$ cat config.mk
export PLATFORM = sky130hd
export DESIGN_NAME = ram_burst_master_flat
export DESIGN_NICKNAME = d
export VERILOG_FILES = /design/src/rtl/ram_burst_master_if.sv /design/src/rtl/ram_burst_master.sv /design/src/flat_wrapper.sv
export SDC_FILE = /design/constraint.sdc
export NUM_CORES = 1
export LEC_CHECK = 0
export ABC_AREA = 0
export CORE_AREA = 2 2 70 78
export CTS_CLUSTER_SIZE = 30
export DETAILED_ROUTE_END_ITERATION = 16
export DIE_AREA = 0 0 72 80
export PLACE_DENSITY = 0.75
export SYNTH_ARGS = -nofsm -noshare
export SYNTH_HDL_FRONTEND = slang
export SYNTH_SLANG_ARGS = --single-unit
$ cat constraint.sdc
create_clock -name CLK -period 2 [get_ports CLK]
set_clock_uncertainty 0.15 [all_clocks]
set_input_delay 0.4 -clock CLK [delete_from_list [all_inputs] [get_ports CLK]]
set_output_delay 0.4 -clock CLK [all_outputs]
set_load 0.005 [all_outputs]
$ cat src/rtl/ram_burst_master_if.sv
`default_nettype none
// ============================================================================
//  Module   : ram_burst_master_if
//  Purpose  : Groups the command, write-stream, read-stream, status and RAM
//             pin signals of the burst master into one bundle.
//  Revision : 1.0 - initial release
// ============================================================================
interface ram_burst_master_if #(
    parameter int ADDR_WIDTH = 8,
    parameter int DATA_WIDTH = 10
);
    // Command channel
    logic                  cmd_valid;
    logic                  cmd_ready;
    logic                  cmd_write;
    logic [ADDR_WIDTH-1:0] cmd_addr;
    logic [ADDR_WIDTH-1:0] cmd_len;
    // Write stream
    logic [DATA_WIDTH-1:0] wr_data;
    logic                  wr_valid;
    logic                  wr_ready;
    // Read stream
    logic [DATA_WIDTH-1:0] rd_data;
    logic                  rd_valid;
    logic                  rd_ready;
    // Status
    logic                  busy;
    logic                  done;
    // RAM pins
    logic [DATA_WIDTH-1:0] mem_din;
    logic [ADDR_WIDTH-1:0] mem_addr;
    logic                  mem_en;
    logic                  mem_we;
    logic [DATA_WIDTH-1:0] mem_dout;

    // Controller side
    modport master (
        input  cmd_valid, cmd_write, cmd_addr, cmd_len,
        input  wr_data, wr_valid, rd_ready, mem_dout,
        output cmd_ready, wr_ready, rd_data, rd_valid, busy, done,
        output mem_din, mem_addr, mem_en, mem_we
    );

    // Environment side (command source, streams and the RAM itself)
    modport slave (
        output cmd_valid, cmd_write, cmd_addr, cmd_len,
        output wr_data, wr_valid, rd_ready, mem_dout,
        input  cmd_ready, wr_ready, rd_data, rd_valid, busy, done,
        input  mem_din, mem_addr, mem_en, mem_we
    );
endinterface
`default_nettype wire

$ cat src/rtl/ram_burst_master.sv
`default_nettype none
// ============================================================================
//  Module   : ram_burst_master
//  Purpose  : Sole initiator of a single-port synchronous RAM. Executes
//             write bursts from a valid/ready stream and read bursts onto a
//             valid/ready stream, one word address per beat, wrapping.
//  Revision : 1.0 - initial release
// ============================================================================
module ram_burst_master #(
    parameter int ADDR_WIDTH = 8,
    parameter int DATA_WIDTH = 10
) (
    input  wire logic            CLK,
    input  wire logic            RST,
    ram_burst_master_if.master   bus
);

    typedef enum logic [2:0] {
        S_IDLE       = 3'd0,
        S_WRITE      = 3'd1,
        S_RD_ISSUE   = 3'd2,
        S_RD_CAPTURE = 3'd3,
        S_RD_OUT     = 3'd4
    } state_t;

    state_t                state_q,     state_d;
    logic [ADDR_WIDTH-1:0] cur_addr_q,  cur_addr_d;
    logic [ADDR_WIDTH-1:0] remaining_q, remaining_d;
    logic [DATA_WIDTH-1:0] rd_data_q,   rd_data_d;
    logic                  done_q,      done_d;

    // State and datapath registers; reset abandons any burst without done
    always_ff @(posedge CLK) begin
        if (RST) begin
            state_q     <= S_IDLE;
            cur_addr_q  <= '0;
            remaining_q <= '0;
            rd_data_q   <= '0;
            done_q      <= 1'b0;
        end else begin
            state_q     <= state_d;
            cur_addr_q  <= cur_addr_d;
            remaining_q <= remaining_d;
            rd_data_q   <= rd_data_d;
            done_q      <= done_d;
        end
    end

    // Next-state logic and RAM/stream outputs decoded from the current state
    always_comb begin
        state_d      = state_q;
        cur_addr_d   = cur_addr_q;
        remaining_d  = remaining_q;
        rd_data_d    = rd_data_q;
        done_d       = 1'b0;

        bus.cmd_ready = 1'b0;
        bus.busy      = 1'b1;
        bus.wr_ready  = 1'b0;
        bus.rd_valid  = 1'b0;
        bus.mem_en    = 1'b0;
        bus.mem_we    = 1'b0;
        bus.mem_addr  = cur_addr_q;
        bus.mem_din   = '0;

        case (state_q)
            S_IDLE: begin
                bus.cmd_ready = 1'b1;
                bus.busy      = 1'b0;
                if (bus.cmd_valid) begin
                    cur_addr_d  = bus.cmd_addr;
                    remaining_d = bus.cmd_len;
                    state_d     = bus.cmd_write ? S_WRITE : S_RD_ISSUE;
                end
            end
            S_WRITE: begin
                // The RAM write strobe follows wr_valid directly, so an
                // idle stream cycle never touches the RAM.
                bus.wr_ready = 1'b1;
                bus.mem_en   = bus.wr_valid;
                bus.mem_we   = bus.wr_valid;
                bus.mem_din  = bus.wr_data;
                if (bus.wr_valid) begin
                    if (remaining_q == '0) begin
                        state_d = S_IDLE;
                        done_d  = 1'b1;
                    end else begin
                        cur_addr_d  = cur_addr_q + ADDR_WIDTH'(1);
                        remaining_d = remaining_q - ADDR_WIDTH'(1);
                    end
                end
            end
            S_RD_ISSUE: begin
                bus.mem_en = 1'b1;
                state_d    = S_RD_CAPTURE;
            end
            S_RD_CAPTURE: begin
                // RAM output is valid this cycle; hold it locally so it stays
                // stable for as long as the consumer stalls.
                rd_data_d = bus.mem_dout;
                state_d   = S_RD_OUT;
            end
            S_RD_OUT: begin
                bus.rd_valid = 1'b1;
                if (bus.rd_ready) begin
                    if (remaining_q == '0) begin
                        state_d = S_IDLE;
                        done_d  = 1'b1;
                    end else begin
                        cur_addr_d  = cur_addr_q + ADDR_WIDTH'(1);
                        remaining_d = remaining_q - ADDR_WIDTH'(1);
                        state_d     = S_RD_ISSUE;
                    end
                end
            end
            default: begin
                state_d = S_IDLE;
            end
        endcase
    end

    // Registered stream data and completion pulse
    assign bus.rd_data = rd_data_q;
    assign bus.done    = done_q;

endmodule
`default_nettype wire

$ cat src/flat_wrapper.sv
// flat-port wrapper written by rule: the top's interface ports become plain ports
module ram_burst_master_flat 
#(
    parameter int ADDR_WIDTH = 8,
    parameter int DATA_WIDTH = 10
)
  (CLK, RST, bus_cmd_valid, bus_cmd_write, bus_cmd_addr, bus_cmd_len, bus_wr_data, bus_wr_valid, bus_rd_ready, bus_mem_dout, bus_cmd_ready, bus_wr_ready, bus_rd_data, bus_rd_valid, bus_busy, bus_done, bus_mem_din, bus_mem_addr, bus_mem_en, bus_mem_we);
  ram_burst_master_if #(.ADDR_WIDTH(ADDR_WIDTH), .DATA_WIDTH(DATA_WIDTH)) bus_i ();
  input  wire logic CLK;
  input  wire logic RST;
  input wire logic [$bits(bus_i.cmd_valid)-1:0] bus_cmd_valid;
  input wire logic [$bits(bus_i.cmd_write)-1:0] bus_cmd_write;
  input wire logic [$bits(bus_i.cmd_addr)-1:0] bus_cmd_addr;
  input wire logic [$bits(bus_i.cmd_len)-1:0] bus_cmd_len;
  input wire logic [$bits(bus_i.wr_data)-1:0] bus_wr_data;
  input wire logic [$bits(bus_i.wr_valid)-1:0] bus_wr_valid;
  input wire logic [$bits(bus_i.rd_ready)-1:0] bus_rd_ready;
  input wire logic [$bits(bus_i.mem_dout)-1:0] bus_mem_dout;
  output wire logic [$bits(bus_i.cmd_ready)-1:0] bus_cmd_ready;
  output wire logic [$bits(bus_i.wr_ready)-1:0] bus_wr_ready;
  output wire logic [$bits(bus_i.rd_data)-1:0] bus_rd_data;
  output wire logic [$bits(bus_i.rd_valid)-1:0] bus_rd_valid;
  output wire logic [$bits(bus_i.busy)-1:0] bus_busy;
  output wire logic [$bits(bus_i.done)-1:0] bus_done;
  output wire logic [$bits(bus_i.mem_din)-1:0] bus_mem_din;
  output wire logic [$bits(bus_i.mem_addr)-1:0] bus_mem_addr;
  output wire logic [$bits(bus_i.mem_en)-1:0] bus_mem_en;
  output wire logic [$bits(bus_i.mem_we)-1:0] bus_mem_we;
  assign bus_i.cmd_valid = bus_cmd_valid;
  assign bus_i.cmd_write = bus_cmd_write;
  assign bus_i.cmd_addr = bus_cmd_addr;
  assign bus_i.cmd_len = bus_cmd_len;
  assign bus_i.wr_data = bus_wr_data;
  assign bus_i.wr_valid = bus_wr_valid;
  assign bus_i.rd_ready = bus_rd_ready;
  assign bus_i.mem_dout = bus_mem_dout;
  assign bus_cmd_ready = bus_i.cmd_ready;
  assign bus_wr_ready = bus_i.wr_ready;
  assign bus_rd_data = bus_i.rd_data;
  assign bus_rd_valid = bus_i.rd_valid;
  assign bus_busy = bus_i.busy;
  assign bus_done = bus_i.done;
  assign bus_mem_din = bus_i.mem_din;
  assign bus_mem_addr = bus_i.mem_addr;
  assign bus_mem_en = bus_i.mem_en;
  assign bus_mem_we = bus_i.mem_we;
  ram_burst_master #(.ADDR_WIDTH(ADDR_WIDTH), .DATA_WIDTH(DATA_WIDTH)) u_core (.CLK(CLK), .RST(RST), .bus(bus_i));
endmodule
==> flow_results.xml <==
<?xml version="1.0" encoding="UTF-8"?>
<metrics>
  <group name="setup_path">
    <metric name="critPathLaunchType" unit="">register</metric>
    <metric name="worstRegToRegCells" unit="">8</metric>
    <metric name="critical_path_peak_fanout" unit="">5</metric>
    <metric name="crit_path_end" unit="">u_core.bus.mem_addr[0]</metric>
    <metric name="timing.rr.start" unit="">u_core.state_q[1]</metric>
    <metric name="path_class" unit="">register to register</metric>
    <metric name="minimum_setup_slack_among_reg_to_reg_paths" unit="ns">-0.15</metric>
    <metric name="critical_path.reg2reg.endpoint" unit="">u_core.bus.mem_addr[0]</metric>
    <metric name="worst_setup_path_end_kind" unit="">register</metric>
    <metric name="critPathRequiredTime" unit="ns">2.02</metric>
    <metric name="arrival_time_at_the_worst_endpoint" unit="ns">2.17</metric>
    <metric name="setup.worst_path.start" unit="">u_core.state_q[1]</metric>
  </group>
  <group name="power_and_ir_drop">
    <metric name="ir_drop" unit="uV">499</metric>
    <metric name="comb_power_share" unit="%">55.4</metric>
    <metric name="fin_total_pwr" unit="mW">2.90</metric>
    <metric name="proportion_of_power_drawn_by_the_clock_network" unit="%">18.4</metric>
    <metric name="swShare" unit="%">35.8</metric>
    <metric name="power_switching" unit="mW">1.04</metric>
    <metric name="powerDensity" unit="nW/um2">845</metric>
    <metric name="seq_power_share" unit="%">26.2</metric>
    <metric name="internal_power" unit="mW">1.86</metric>
    <metric name="static-leakage-power" unit="nW">1.57</metric>
  </group>
  <group name="synthesis">
    <metric name="post_synth_main_area_contributors" unit="">sky130_fd_sc_hd__dfxtp_1 32%, sky130_fd_sc_hd__o32ai_2 6.0%, sky130_fd_sc_hd__mux2i_1 5.8%, sky130_fd_sc_hd__a221oi_1 4.6%, sky130_fd_sc_hd__and2_1 3.6%</metric>
    <metric name="synth.yosys.warnings" unit="">0</metric>
    <metric name="synth_seq_area_share" unit="%">31.9</metric>
    <metric name="synthDominantCellAreaShare" unit="%">31.9</metric>
    <metric name="synthCells" unit="">211</metric>
    <metric name="synth_cell_type_count" unit="">52</metric>
    <metric name="synth.cell_area" unit="um2">1890</metric>
    <metric name="postSynth.asyncResetShare" unit="%">0</metric>
    <metric name="postSynth.topFlopCell" unit="">sky130_fd_sc_hd__dfxtp_1</metric>
    <metric name="ys_ff_latch" unit="">30</metric>
    <metric name="synth_edf_count" unit="">0</metric>
    <metric name="synth_area_per_cell" unit="um2">8.94</metric>
    <metric name="synth.net_count" unit="">255</metric>
    <metric name="synth_top_area_cell" unit="">sky130_fd_sc_hd__dfxtp_1</metric>
  </group>
  <group name="global_routing">
    <metric name="first_pass_grt_wire_length" unit="um">9920</metric>
    <metric name="grt_antenna_before_repair" unit="">0</metric>
    <metric name="grt_start_max_net_pins" unit="">31</metric>
    <metric name="first_global_vias" unit="">2056</metric>
    <metric name="globalRouteOverflowTotal" unit="">0</metric>
    <metric name="groute.usage.overall" unit="%">21.7</metric>
  </group>
  <group name="detailed_routing">
    <metric name="drc" unit="">0</metric>
    <metric name="drt-vias-per-instance" unit="">5.63</metric>
    <metric name="vias" unit="">2250</metric>
    <metric name="final_antenna_net_count" unit="">0</metric>
    <metric name="routed_length_per_placed_instance" unit="um">16.8</metric>
    <metric name="detailedRoute.firstPassIterationCount" unit="">4</metric>
    <metric name="drt-initial-drc-count" unit="">285</metric>
    <metric name="route.final.wire_length" unit="um">6730</metric>
  </group>
  <group name="sta">
    <metric name="max_freq" unit="MHz">465</metric>
    <metric name="setup_viol_count_final" unit="">13</metric>
    <metric name="report.final.slew_viol_count" unit="">0</metric>
    <metric name="rsz_0062_raised_after_global_routing" unit="">yes</metric>
    <metric name="final_period_minus_worst_setup_slack" unit="ns">2.15</metric>
    <metric name="worst-slew-pin-transition" unit="ns">0.487</metric>
    <metric name="period_share" unit="%">108</metric>
    <metric name="timing.final.hold_violations" unit="">0</metric>
    <metric name="timing.max_slew.rel_slack" unit="%">67.5</metric>
    <metric name="setup-tns-final" unit="ns">-0.541</metric>
    <metric name="postLayoutSetupSlackWorst" unit="ns">-0.152</metric>
  </group>
  <group name="worst_hold_path">
    <metric name="worst_hold_path_type" unit="">register to register</metric>
  </group>
  <group name="placement">
    <metric name="post-place-ws" unit="ns">-0.339</metric>
    <metric name="port_buffers" unit="">76</metric>
    <metric name="placedCellCount" unit="">372</metric>
    <metric name="place.gp.congestion" unit="">0.929</metric>
    <metric name="dpl.hpwl" unit="um">4200</metric>
  </group>
  <group name="cts">
    <metric name="clk_transition_reported_paths" unit="ns">0.08</metric>
    <metric name="tritoncts" unit="">done</metric>
    <metric name="clk_path_buf_depth" unit="">2</metric>
    <metric name="clock-root-buffer" unit="">sky130_fd_sc_hd__clkbuf_8</metric>
    <metric name="h-tree-depth" unit="">2</metric>
    <metric name="numCtsBuffers" unit="">5</metric>
    <metric name="clock_insertion_delay_worst_skew" unit="ns">0.29</metric>
    <metric name="cts_num_sinks" unit="">30</metric>
  </group>
  <group name="floorplan">
    <metric name="floorplan.rows" unit="">27</metric>
    <metric name="start_util" unit="%">38.0</metric>
    <metric name="die_w" unit="um">72</metric>
    <metric name="die_y_extent" unit="um">80</metric>
    <metric name="core-area" unit="um2">4970</metric>
    <metric name="floorplan.io_pins" unit="">77</metric>
    <metric name="fp.dieArea" unit="um2">5760</metric>
  </group>
  <group name="finish">
    <metric name="final.fill_count" unit="">364</metric>
    <metric name="final_common_cell" unit="">sky130_fd_sc_hd__clkdlybuf4s50_1</metric>
    <metric name="final_cells" unit="">400</metric>
    <metric name="antennaDiodeCount" unit="">0</metric>
    <metric name="utilization" unit="%">69.1</metric>
    <metric name="area_growth_from_synthesis_to_layout" unit="%">82.1</metric>
    <metric name="highest_count_cells_in_the_layout_ignoring_fill_and_taps" unit="">59 x sky130_fd_sc_hd__clkdlybuf4s50_1, 51 x sky130_fd_sc_hd__buf_4, 25 x sky130_fd_sc_hd__dfxtp_1</metric>
    <metric name="footprint_of_the_multi_input_gates" unit="um2">1250</metric>
    <metric name="final_net_count" unit="">385</metric>
    <metric name="final_layout_size_suffix_gt1_share" unit="%">34.2</metric>
    <metric name="sequential_cell_area" unit="um2">614</metric>
  </group>
  <group name="outcome">
    <metric name="violated_checks" unit="">setup timing</metric>
    <metric name="status" unit="">finished with violations</metric>
  </group>
  <group name="run">
    <metric name="max_cap_viol_count" unit="">0</metric>
  </group>
</metrics>
-- how the worst min path moves through the flow --
stage | start | endpoint | depth (start not counted)
CTS | u_core.remaining_q[6] | u_core.remaining_q[6] | 2
global placement | u_core.remaining_q[6] | u_core.remaining_q[6] | 2
floorplan | u_core.remaining_q[6] | u_core.remaining_q[6] | 2
global route | u_core.bus.mem_addr[7] | u_core.bus.mem_addr[7] | 2
finish | u_core.bus.rd_data[2] | u_core.bus.rd_data[2] | 2
detailed placement | u_core.remaining_q[6] | u_core.remaining_q[6] | 2
-- Yosys cell counts (6+ instances only) --
library cell,instances
sky130_fd_sc_hd__a211oi_1,6
sky130_fd_sc_hd__a21oi_1,11
sky130_fd_sc_hd__a221oi_1,10
sky130_fd_sc_hd__and2_1,11
sky130_fd_sc_hd__clkbuf_1,7
sky130_fd_sc_hd__dfxtp_1,30
sky130_fd_sc_hd__inv_1,7
sky130_fd_sc_hd__mux2i_1,11
sky130_fd_sc_hd__nand2_1,16
sky130_fd_sc_hd__nor2_1,14
sky130_fd_sc_hd__nor3_1,10
sky130_fd_sc_hd__o32ai_1,6
sky130_fd_sc_hd__o32ai_2,7
-- layout make-up --
cell class              count  area share [%]
flip-flops and latches     30            17.9
repair buffers            142            40.0
multi-input cells         155            36.5
well taps                  58            2.11
inverters                   7           0.765
clock inverters             2           0.364
clock buffers               6            2.41
-- critical path: stages (launching register included) --
cell,delay (ns)
sky130_fd_sc_hd__dfxtp_4,0.37
sky130_fd_sc_hd__buf_6,0.12
sky130_fd_sc_hd__buf_6,0.12
sky130_fd_sc_hd__or4b_4,0.54
sky130_fd_sc_hd__o31ai_4,0.09
sky130_fd_sc_hd__buf_12,0.16
sky130_fd_sc_hd__buf_12,0.11
sky130_fd_sc_hd__a221oi_2,0.04
sky130_fd_sc_hd__o32ai_1,0.32
-- power by group through the flow --
stage	logic, mW	clock network (mW)	registers (mW)
finish	1.61	0.533	0.761
global placement	1.29	0	0.763
global route	1.71	0.565	0.769
floorplan	0.676	0	0.755
CTS	1.38	0.538	0.751
detailed placement	1.30	0	0.763
-- stage by stage --
stage               instance area, um2  hold slack (ns)
floorplan                         1890            0.302
global placement                  2980            0.325
detailed placement                2980            0.329
CTS                               3180            0.338
global route                      3430            0.369
finish                            3430            0.343
-- sequential cells by signal, indices dropped and copies added, names as in the netlist --
signal and cells:
u_core.bus.rd_data 10, u_core.bus.done 1, u_core.state_q 3, u_core.bus.mem_addr 8
u_core.remaining_q 8
-- what timing repair did --
| action | CTS | global route |
|---|---|---|
| endpoints found under the setup margin | 33 | 25 |
| gates cloned | 1 | 1 |
| resized for setup | 26 | 38 |
| hold buffers | 0 | 0 |
| pin swaps | 2 | 11 |
| buffers inserted | 5 | 13 |
-- per-layer routing --
metal  up-vias  share of wire, %  GRT usage, %
li1       1065                 -             -
met1      1058                38          26.6
met2       106                53          37.7
met3        21               7.2          5.18
met4         0               1.9          5.85
met5         -                 0             0
-- cells by family (layout without fill, tap and decap cells) --
family                     after synthesis  count (layout)  synth area share (%)
AOI/OAI and AO/OA                       59              59                  28.1
xor gates and xnor gates                 2               2                  1.73
buffers and inverters                   26             157                  7.10
DFF                                     30              30                  31.9
muxes                                   14              14                  7.63
adders and majority gates                2               2                  1.33
and+or+nand+nor                         78              78                  22.2
No activity file was read; power rests on OpenSTA's default activity.
